`src/rtl/addr_seq_pkg.sv`:
```
// addr_seq_pkg
//   Shared types and helpers for the bit-to-word address sequencer.
//   state_t   : sequencer FSM state encoding
//   calc_len  : words per pass from the programmed num_words (0 -> 2^addr_w)
package addr_seq_pkg;

   typedef enum logic [1:0] {
      IDLE = 2'd0,
      RUN  = 2'd1,
      DONE = 2'd2
   } state_t;

   // A programmed length of zero means "the whole address space".
   function automatic logic [31:0] calc_len(input logic [31:0] num_words,
                                            input int          addr_w);
      return (num_words == 32'd0) ? (32'd1 << addr_w) : num_words;
   endfunction

endpackage

```
`src/rtl/addr_seq_ctr.sv`:
```
// addr_seq_ctr
//   Bit/word position counter for one sequencer pass.
//   sysclk        : system clock, rising edge
//   reset         : synchronous active-high reset
//   inc           : advance one bit
//   clr           : return to bit 0 of word 0 (start of pass)
//   len           : words in the current pass (1 .. 2^ADDR_W)
//   bit_idx       : bit position within the current word
//   word_cnt      : word offset from the pass base
//   word_boundary : current bit is the last bit of a word
//   last_word     : current word is the last word of the pass
module addr_seq_ctr
   import addr_seq_pkg::*;
#(
   parameter int ADDR_W = 5,
   parameter int BIT_W  = 3,
   parameter int BI_W   = (BIT_W > 0) ? BIT_W : 1
) (
   input  logic              sysclk,
   input  logic              reset,
   input  logic              inc,
   input  logic              clr,
   input  logic [ADDR_W:0]   len,
   output logic [BI_W-1:0]   bit_idx,
   output logic [ADDR_W-1:0] word_cnt,
   output logic              word_boundary,
   output logic              last_word
);

   // With BIT_W=0 this is 0 and bit_idx never leaves 0, so every bit is a boundary.
   localparam logic [BI_W-1:0] BIT_MAX = BI_W'((1 << BIT_W) - 1);

   assign word_boundary = (bit_idx == BIT_MAX);
   assign last_word     = ({1'b0, word_cnt} == (len - (ADDR_W+1)'(1)));

   always_ff @(posedge sysclk) begin
      if (reset || clr) begin
         bit_idx  <= '0;
         word_cnt <= '0;
      end else if (inc) begin
         if (word_boundary) begin
            bit_idx  <= '0;
            // Wrapping on the last word serves both looping and the one-shot count wrap.
            word_cnt <= last_word ? '0 : word_cnt + ADDR_W'(1);
         end else begin
            bit_idx <= bit_idx + BI_W'(1);
         end
      end
   end

endmodule

```
`src/rtl/addr_seq.sv`:
```
// addr_seq
//   Converts bit-advance ticks into word addresses: one address per 2^BIT_W
//   bits, starting at a programmable base, for a programmable number of words,
//   one-shot or looping.
//   sysclk     : system clock, rising edge
//   reset      : synchronous active-high reset
//   start      : begin a pass (IDLE only); latches mode_loop/base_addr/num_words
//   mode_loop  : 1 = restart at base after the last word
//   base_addr  : first word address
//   num_words  : words per pass, 0 = 2^ADDR_W
//   adv        : bit-advance tick (RUN only)
//   stop       : abort the pass (RUN only, wins over adv)
//   addr       : current word address
//   bit_idx    : bit position within the word
//   count      : bits elapsed in the pass, {word_cnt, bit_idx}
//   word_start : pulse in the first cycle a new addr is valid
//   busy       : high in RUN
//   done       : pulse when a one-shot pass completes
//
// state | meaning
// IDLE  | waiting for start; outputs hold their last values
// RUN   | pass in progress, counting adv ticks
// DONE  | one-cycle completion pulse, then back to IDLE
module addr_seq
   import addr_seq_pkg::*;
#(
   parameter int ADDR_W = 5,
   parameter int BIT_W  = 3,
   parameter int CNT_W  = ADDR_W + BIT_W
) (
   input  logic                                 sysclk,
   input  logic                                 reset,
   input  logic                                 start,
   input  logic                                 mode_loop,
   input  logic [ADDR_W-1:0]                    base_addr,
   input  logic [ADDR_W-1:0]                    num_words,
   input  logic                                 adv,
   input  logic                                 stop,
   output logic [ADDR_W-1:0]                    addr,
   output logic [((BIT_W > 0) ? BIT_W : 1)-1:0] bit_idx,
   output logic [CNT_W-1:0]                     count,
   output logic                                 word_start,
   output logic                                 busy,
   output logic                                 done
);

   localparam int BI_W = (BIT_W > 0) ? BIT_W : 1;

   state_t              state;
   logic [ADDR_W-1:0]   base_q;
   logic [ADDR_W:0]     len_q;
   logic                loop_q;
   logic [ADDR_W-1:0]   word_cnt;
   logic                word_boundary;
   logic                last_word;
   logic                ctr_inc;
   logic                ctr_clr;

   assign ctr_inc = (state == RUN) && adv && !stop;
   assign ctr_clr = (state == IDLE) && start;

   addr_seq_ctr #(
      .ADDR_W (ADDR_W),
      .BIT_W  (BIT_W),
      .BI_W   (BI_W)
   ) u_ctr (
      .sysclk        (sysclk),
      .reset         (reset),
      .inc           (ctr_inc),
      .clr           (ctr_clr),
      .len           (len_q),
      .bit_idx       (bit_idx),
      .word_cnt      (word_cnt),
      .word_boundary (word_boundary),
      .last_word     (last_word)
   );

   generate
      if (BIT_W > 0) begin : g_cnt_bits
         assign count = {word_cnt, bit_idx};
      end else begin : g_cnt_words
         assign count = word_cnt;
      end
   endgenerate

   always_ff @(posedge sysclk) begin
      if (reset) begin
         state      <= IDLE;
         addr       <= '0;
         word_start <= 1'b0;
         busy       <= 1'b0;
         done       <= 1'b0;
         base_q     <= '0;
         len_q      <= '0;
         loop_q     <= 1'b0;
      end else begin
         word_start <= 1'b0;
         done       <= 1'b0;
         case (state)
            IDLE: begin
               if (start) begin
                  base_q     <= base_addr;
                  len_q      <= (ADDR_W+1)'(calc_len(32'(num_words), ADDR_W));
                  loop_q     <= mode_loop;
                  addr       <= base_addr;
                  word_start <= 1'b1;
                  busy       <= 1'b1;
                  state      <= RUN;
               end
            end
            RUN: begin
               if (stop) begin
                  busy  <= 1'b0;
                  state <= IDLE;
               end else if (adv && word_boundary) begin
                  if (!last_word) begin
                     // Natural ADDR_W-bit wrap lets a pass cross the top of the address space.
                     addr       <= base_q + word_cnt + ADDR_W'(1);
                     word_start <= 1'b1;
                  end else if (loop_q) begin
                     addr       <= base_q;
                     word_start <= 1'b1;
                  end else begin
                     busy  <= 1'b0;
                     done  <= 1'b1;
                     state <= DONE;
                  end
               end
            end
            DONE: begin
               state <= IDLE;
            end
            default: begin
               state <= IDLE;
            end
         endcase
      end
   end

endmodule
```
`config.mk`:
```
export PLATFORM = sky130hd
export DESIGN_NAME = addr_seq
export DESIGN_NICKNAME = d
export VERILOG_FILES = /design/src/rtl/addr_seq_pkg.sv /design/src/rtl/addr_seq_ctr.sv /design/src/rtl/addr_seq.sv
export SDC_FILE = /design/constraint.sdc
export NUM_CORES = 1
export LEC_CHECK = 0
export BUFFER_PORTS_ARGS = -buffer_cell sky130_fd_sc_hd__buf_2
export CORE_ASPECT_RATIO = 0.75
export CORE_MARGIN = 5
export CORE_UTILIZATION = 30
export DETAILED_ROUTE_END_ITERATION = 10
export GPL_ROUTABILITY_DRIVEN = 0
export PLACE_DENSITY = 0.49
export SLEW_MARGIN = 20
export SYNTH_ARGS = -nofsm -noshare
export SYNTH_HDL_FRONTEND = slang
export SYNTH_SLANG_ARGS = --single-unit
```
`constraint.sdc`:
```
create_clock -name sysclk -period 3.48 [get_ports sysclk]
set_clock_uncertainty 0.15 [all_clocks]
set_input_delay 0.696 -clock sysclk [delete_from_list [all_inputs] [get_ports sysclk]]
set_output_delay 0.696 -clock sysclk [all_outputs]
set_load 0.01 [all_outputs]
```
Yosys cells after proc, flatten, opt, wreduce, memory -nomap -nowiden
Cells that the tools add are included.
{"block": "totals", "ff_bits": 30, "out_inout_bits": 19}
{"block": "classes", "add_sub_neg": 5, "n_eq_ne": 10, "n_mux": 28, "bitwise": 3, "reduce_logical": 15}
{"op": "$mux 5", "n": 6}
{"op": "$mux 1", "n": 11}
{"op": "$add 5x1->5 const B", "n": 2}
{"op": "$mux 2", "n": 5}
{"op": "$pmux 5 s2", "n": 1}
{"op": "$reduce_and 5->1", "n": 2}
{"op": "$ne 3x3->1 const B", "n": 3}
{"op": "$eq 5x6->1", "n": 1}
{"op": "$mux 6", "n": 1}
{"op": "$sub 6x1->6 const B", "n": 1}
{"op": "$add 5x5->5", "n": 1}
{"op": "$logic_not 5->1", "n": 1}
{"op": "$reduce_or 5->1", "n": 1}
{"op": "$logic_and 1x1->1", "n": 4}
{"op": "$ne 2x2->1 const B", "n": 2}
{"op": "$pmux 1 s2", "n": 2}
{"op": "$pmux 2 s2", "n": 1}
{"op": "$reduce_and 2->1", "n": 2}
{"op": "$reduce_and 4->1", "n": 1}
{"op": "$add 3x1->3 const B", "n": 1}
{"op": "$eq 3x3->1 const B", "n": 1}
{"op": "$mux 3", "n": 1}
{"op": "$ne 3x2->1 const B", "n": 1}
{"op": "$not 1->1", "n": 3}
{"op": "other kinds (6)", "n": 6}

Depth between registers and ports, before layout
Gate-level depths: netlist (run 1).
{"block": "logic_depth", "ltp_word": 6, "depth_mapped": 10}

Modules after synthesis
Synthesis (run 1) repeated with hierarchy kept, for this count alone.
{"block": "hier_totals", "cells_unflattened": 209, "area_unflattened_um2": 1724.2}
{"module": "addr_seq", "n_inst": 1, "cells_per_inst": 141, "area_per_inst_um2": 1138.6, "seq_area_each_um2": 440.4}
{"module": "addr_seq_ctr", "n_inst": 1, "cells_per_inst": 68, "area_per_inst_um2": 585.6, "seq_area_each_um2": 160.2}

Worst setup path before layout (run 1)
Ideal clock, no wire load.
{"block": "synth_path", "kind": "register to register", "startpoint": "reg len_q[0]", "endpoint": "reg addr[2]", "setup_ns": 0.119, "arrival_ns": 2.283, "required_time_ns": 3.211, "slack_ns": 0.929, "path_stages_with_launch": 9, "path_buffers": 0, "period_less_slack_ns": 2.551, "path_cell_list": "dfxtp_1 > inv_1 > ha_1 > nor2b_1 > or3_2 > a31o_2 > o31a_1 > or2_4 > o221a_1"}
{"block": "synth_via", "elab_chain_cells": 6, "word_cells_on_any_way": 8}
{"element": "start, declared", "line_no": "addr_seq.sv:51", "source": "logic [ADDR_W:0] len_q;"}
{"element": "start signal, assigned", "line_no": "addr_seq.sv:103", "source": "len_q <= (ADDR_W+1)'(calc_len(32'(num_words), ADDR_W));"}
{"element": "$sub 6x1->6 *", "line_no": "addr_seq_ctr.sv:34", "source": "assign last_word = ({1'b0, word_cnt} == (len - (ADDR_W+1)'(1)));"}
{"element": "$eq 5x6->1 *", "line_no": "addr_seq_ctr.sv:34"}
{"element": "$mux 5", "line_no": "addr_seq.sv:116", "source": "if (!last_word) begin"}
{"element": "$mux 5", "line_no": "addr_seq.sv:115", "source": "end else if (adv && word_boundary) begin"}
{"element": "$mux 5", "line_no": "addr_seq.sv:112", "source": "if (stop) begin"}
{"element": "$pmux 5 s2", "line_no": "addr_seq.sv:99", "source": "case (state)"}
{"element": "end signal, assigned", "line_no": "addr_seq.sv:105", "source": "addr <= base_addr;"}
{"element": "end signal, assigned", "line_no": "addr_seq.sv:118", "source": "addr <= base_q + word_cnt + ADDR_W'(1);"}
{"element": "end signal, assigned", "line_no": "addr_seq.sv:121", "source": "addr <= base_q;"}
{"element": "end, declared", "line_no": "addr_seq.sv:39", "source": "output logic [ADDR_W-1:0] addr,"}
Every way passes the cells marked *; elsewhere a longest branch is shown, timed or not. The select of a mux whose other input is x is not followed.
A chain may end at the register's enable or synchronous reset.

Worst setup path in the final report (run 1)
Same ends and word-level chain as after synthesis.

==> impl_metrics.csv, run 1 <==
group,metric,value,unit
placement,hpwl,3100,µm
cts,cts.hold.buffers_added,0,
cells_and_area,fin_nets,253,
cells_and_area,nFillCells,597,
cts,clock_sinks,30,
synth,postSynthAreaPerCell,8.34,µm²
routing,viasPerCell,4.82,
routing,drc,0,
sta,hold_viol_final,0,
floorplan,die_w,95.0,µm
cells_and_area,finalNonFillerCells,304,
sta,rsz0062_at_grt,"false",
placement,dp_cells,296,
sta,worst_slew_margin_rel,54.9,%
floorplan,core-area,5300,µm²
global_route,track_usage,12.6,%
placement,numPortBuffers,34,
pwr,powerDensity,405,nW/µm²
sta,setup_viol,0,
routing,avgRoutedWirePerCell,13.3,µm
synth,synth_warnings,0,
cts,path_clk_slew,0.06,ns
global_route,gr-total-overflow,0,
floorplan,start_util,30.7,%
setup_path,worstSetupPathType,"flop to flop",
global_route,grt_pass1_vias,1428,
sta,fin_crit_sh,77.8,%
setup_path,reg2reg_from,"len_q[0]",
synth,synthCells,195,
global_route,antenna_found_initial,0,
setup_path,startpoint_type,"flop",
setup_path,crit_fanout,6,
routing,wl,4050,µm
floorplan,die_y,73.8,µm
cells_and_area,drive_gt1_share,23.1,%
synth,synth_area,1630,µm²
floorplan,rows,23,
sta,whs,0.331,ns
setup_path,cp.arrival,2.73,ns
sta,fmax,369,MHz
floorplan,die_area,7010,µm²
setup_path,critPathCaptureType,"flop",
cts,clock_latency,0.28,ns
routing,ant_nets,0,
global_route,grt_max_degree,24,
min_path,min_from,"addr[4]",
cts,cts_tree,"done",
cells_and_area,insertedDiodeCount,0,
setup_path,worstPathRequired,3.50,ns
synth,ys.flop_type,"dfxtp_1",
cells_and_area,layout_common_cells,"buf_2 (34), nand2_1 (32), dfxtp_1 (30)",
global_route,grt_pass1_wl,6790,µm
routing,vias,1466,
sta,fin_crit,2.71,ns
run_status,status,"finished clean",
min_path,hold_path.class,"flop to flop",
cells_and_area,area_delta_synth_final,18.5,%
pwr,irDropWorstVdd,142,µV
cts,cts.repair.resized,0,
job,cap_violations,0,
routing,drt-pass1-iter-count,4,
synth,yosysSeqAreaShare,36.9,%
setup_path,critPathLaunch,"len_q[0]",
synth,synthArstFlopShare,0,%
cts,postCtsSetupBuffers,0,
sta,worstMarginPinSlew,0.675,ns
pwr,p_leak,0.834,nW
cts,cts_root_buffer,"clkbuf_8",
cts,numCtsBuffers,5,
floorplan,io_pins,35,
routing,drtIter0Drc,46,
sta,timing_max_transition_violations_final,0,
synth,syn_nets,220,
synth,synth-edff-count,0,
cells_and_area,mostFrequentLayoutCell,"buf_2",
synth,yosysUniqueCellTypes,49,
synth,synth-seq-cells,30,
cts,cts_buffer_depth,2,
sta,fin_setup_tns,0,ns
cts,htree_levels,2,
[Yosys cell counts (all sizes together) (4+ instances only)]
cell type / number / area, µm²
nand2: 33 / 126
dfxtp: 30 / 601
a21oi: 20 / 100
nor3: 12 / 60.1
nor2: 11 / 41.3
inv: 10 / 37.5
ha: 8 / 100
o21ai: 6 / 33.8
xnor2: 6 / 52.6
xor2: 6 / 52.6
clkbuf: 5 / 28.8
a31o: 4 / 35.0
buf: 4 / 33.8
nand3: 4 / 20.0
[report_power, final]
group	switching (mW)	internal, mW	total (mW)
registers	0.0146	0.360	0.375
clock network	0.129	0.159	0.288
logic	0.0692	0.0489	0.118
total	0.213	0.568	0.781
[cells by family after synthesis]
| family | share of synthesized area, % |
|---|---|
| and+or+nand+nor | 24.2 |
| AOI/OAI and AO/OA | 18.2 |
| DFF | 36.9 |
| buffers and inverters | 6.15 |
| xor gates and xnor gates | 6.46 |
| adders and majority gates | 7.38 |
| muxes | 0.615 |
[cell type report]
type / count / area [µm²] / share of cell area, %
flip-flops and latches: 30 / 601 / 31.2
inverters: 10 / 37.5 / 1.95
clock buffers: 7 / 86.3 / 4.48
repair buffers: 35 / 178 / 9.22
multi-input cells: 146 / 926 / 48.1
well taps: 75 / 93.8 / 4.87
clock inverters: 1 / 5.00 / 0.260
[through the flow]
step	power, mW	area (µm²)	utilization, %	setup slack, ns
after global routing	0.829	1930	36.4	0.596
after global placement	0.501	1840	34.7	0.820
after detailed placement	0.502	1840	34.7	0.796
after CTS	0.796	1930	36.4	0.778
after floorplan	0.466	1630	-	0.929
final	0.781	1930	36.4	0.771
[flip-flops by register name, indices dropped and copies added (netlist names)]
register	flops
u_ctr.word_cnt	5
u_ctr.bit_idx	3
state	2
loop_q	1
busy	1
done	1
base_q	5
addr	5
len_q	6
word_start	1
[routing by layer]
metal  vias up  track usage, %  share of wire (%)
met5         -               0                  0
met4         0            4.32                1.3
met3         8            4.30                6.9
met2        36            18.1                 40
met1       665            17.6                 52
li1        757               -                  -
[final timing paths]
kind / end / slack [ns] / cells after the start
max: addr[2] / 0.77 / 8
min: addr[4] / 0.33 / 2
max reg2reg: addr[2] / 0.77 / 8
min reg2reg: addr[4] / 0.33 / 2
[worst max-delay path: stages (launching register included)]
cell     delay, ns
dfxtp_1       0.41
inv_1         0.07
ha_1          0.23
nor2b_1       0.14
or3_2         0.46
a31o_2        0.29
o31a_1        0.36
or2_4         0.27
o221a_1       0.23
(Power assumes the default switching activity.)
==> run 2, diff against run 1 <==
ABC_AREA = 1   (was default)
clock period = 2.5 ns   (was 3.48 ns; I/O delays follow)
==> impl_metrics.csv, run 2 <==
group,metric,value,unit
global_route,grt_use_met3,3.57,%
placement,dp_cells,345,
cells_and_area,largest_reg_flops,6,
global_route,gr-total-overflow,0,
cts,cts.repair.resized,0,
cts,cts_buffer_depth,2,
sta,fin_setup_tns,0,ns
global_route,globalRouteMet1Util,16.5,%
cts,cts.hold.buffers_added,0,
placement,hpwl,3300,µm
floorplan,core-area,5440,µm²
synth,postSynthAreaPerCell,7.14,µm²
synth,synth_top_cell_by_area,"dfxtp_1",
setup_path,path_buf_inv,2,
synth,yosysUniqueCellTypes,31,
setup_path,slowest_delay,0.39,ns
synth,synthArstFlopShare,0,%
routing,ant_nets,0,
routing,drc,0,
cts,numCtsBuffers,5,
cells_and_area,insertedDiodeCount,0,
cells_and_area,mostFrequentLayoutCell,"nand2_1",
routing,viasPerCell,4.51,
sta,fin_crit_sh,85.2,%
sta,rsz0062_at_grt,"false",
floorplan,die_w,97.1,µm
setup_path,worstPathRequired,2.57,ns
floorplan,die_y,75.3,µm
sta,fmax,469,MHz
setup_path,startpoint_type,"flop",
min_path,min_from,"num_words[1]",
global_route,track_usage,12.1,%
routing,drt-pass1-iter-count,4,
min_path,hold_path.class,"input pin to flop",
setup_path,reg2reg_from,"u_ctr.word_cnt[0]",
sta,worstMarginPinSlew,0.358,ns
floorplan,start_util,31.4,%
cells_and_area,layout_common_cells,"nand2_1 (50), buf_2 (34), dfxtp_1 (30)",
synth,ys.flop_type,"dfxtp_1",
synth,synth_warnings,0,
sta,whs,0.281,ns
cts,path_clk_slew,0.07,ns
cts,clock_sinks,30,
global_route,grt.met2_usage,18.7,%
setup_path,worstSetupPathType,"flop to flop",
job,cap_violations,0,
global_route,antenna_found_initial,0,
pwr,irDropWorstVdd,247,µV
synth,synth_common_cells,"nand2_1 (50), dfxtp_1 (30), inv_1 (28)",
cts,htree_levels,2,
setup_path,critPathTopFamily,"adder cells",
synth,synth-seq-cells,30,
pwr,powerDensity,597,nW/µm²
synth,yosysSeqAreaShare,35.2,%
floorplan,io_pins,35,
sta,worst_slew_margin_rel,76.1,%
setup_path,critPathCaptureType,"flop",
routing,vias,1593,
setup_path,crit_path_cell_trace,"inv_2, ha_1, inv_1, fa_1, a21oi_1, nor2_1, nor2_1, xor2_1, nand2_1, nand3_1, nand3_1, a21oi_2",
synth,synth_area_leaders,"dfxtp_1 (35%), nand2_1 (11%), nand3_1 (6.5%)",
synth,syn_nets,264,
synth,yosysMostFrequentCell,"nand2_1",
cells_and_area,fin_nets,302,
sta,timing_max_transition_violations_final,0,
setup_path,critPathSlowestCell,"fa_1",
global_route,grt_pass1_wl,7040,µm
cells_and_area,area_delta_synth_final,21.0,%
cells_and_area,finalNonFillerCells,353,
routing,wl,4170,µm
floorplan,rows,23,
global_route,grt_busiest_layer,"met2",
sta,fin_crit,2.13,ns
run_status,status,"finished clean",
cts,clock_latency,0.28,ns
placement,numPortBuffers,34,
pwr,p_leak,1.01,nW
setup_path,crit_fanout,5,
routing,avgRoutedWirePerCell,11.8,µm
setup_path,cp.arrival,2.20,ns
synth,synthCells,239,
cells_and_area,drive_gt1_share,25.2,%
cts,postCtsSetupBuffers,0,
sta,hold_viol_final,0,
global_route,grt_max_degree,16,
synth,synth_area,1710,µm²
routing,drtIter0Drc,47,
cts,cts_tree,"done",
floorplan,die_area,7310,µm²
synth,synth-edff-count,0,
cells_and_area,regMostFlops,"len_q",
global_route,grt_pass1_vias,1517,
synth,synth_top_area_share,35.2,%
sta,setup_viol,0,
cts,cts_root_buffer,"clkbuf_8",
setup_path,critPathLaunch,"u_ctr.word_cnt[0]",
run 2: cell types whose count changed after synthesis, moves of 4 or more:
cell | before | now
nand2_1 | 32 | 50
nor3_1 | 12 | 4
xnor2_1 | 6 | 2
inv_1 | 10 | 28
nand2_2 | 1 | 6
o21ai_0 | 5 | 10
o21ai_1 | 0 | 4
nor2_1 | 11 | 25
a21oi_1 | 20 | 13
inv_2 | 0 | 6
nand3_1 | 4 | 22
run 2: per-layer routing:
layer,wire length (µm),vias up,part of all wire [%]
li1,-,843,-
met1,2270,712,54
met2,1630,31,39
met3,212,7,5.1
met4,53,0,1.3
met5,0,-,0
run 2: path summary, 6_finish.rpt:
check | to | slack (ns) | cells after the start
worst max-delay path | addr[4] | 0.37 | 12
worst min-delay path | len_q[5] | 0.28 | 2
worst max register to register | addr[4] | 0.37 | 12
worst min register to register | addr[4] | 0.33 | 2
run 2: final cells by class:
| cell class | count | area [µm²] |
|---|---|---|
| clock inverter | 3 | 40.0 |
| multi-input combinational | 169 | 943 |
| sequential | 30 | 601 |
| inverter | 35 | 133 |
| clock buffer | 5 | 68.8 |
| fill | 600 | 3370 |
| timing repair buffer | 36 | 185 |
| tap | 75 | 93.8 |
run 2: logic make-up after synthesis:
family / after synthesis / synth area share, %
and+or+nand+nor: 121 / 34.5
buffers and inverters: 40 / 9.53
AOI/OAI and AO/OA: 34 / 11.1
DFF: 30 / 35.2
adders and majority gates: 9 / 7.04
xor gates and xnor gates: 5 / 2.57
run 2: stage by stage:
stage	instance area, µm²	total power, mW	setup slack (ns)	util (%)
after detailed placement	1960	0.758	0.387	36.0
after global placement	1960	0.759	0.382	36.0
after floorplan	1710	0.693	0.571	-
after global routing	2060	1.30	0.239	38.0
after CTS	2060	1.25	0.365	38.0
final	2060	1.23	0.370	38.0
run 2: worst reg2reg max path, delay by kind of cell (launching register included):
kind	cells	cell delay (ns)
fa+ha+maj	2	0.54
buf+inv	2	0.17
compound gates	2	0.26
flops	1	0.38
simple gates	5	0.41
xor+xnor	1	0.16
run 2: where the power goes:
part           switching [mW]  internal, mW
Combinational           0.141        0.0827
Clock                   0.193         0.293
Sequential             0.0169         0.505
Total                   0.351         0.881
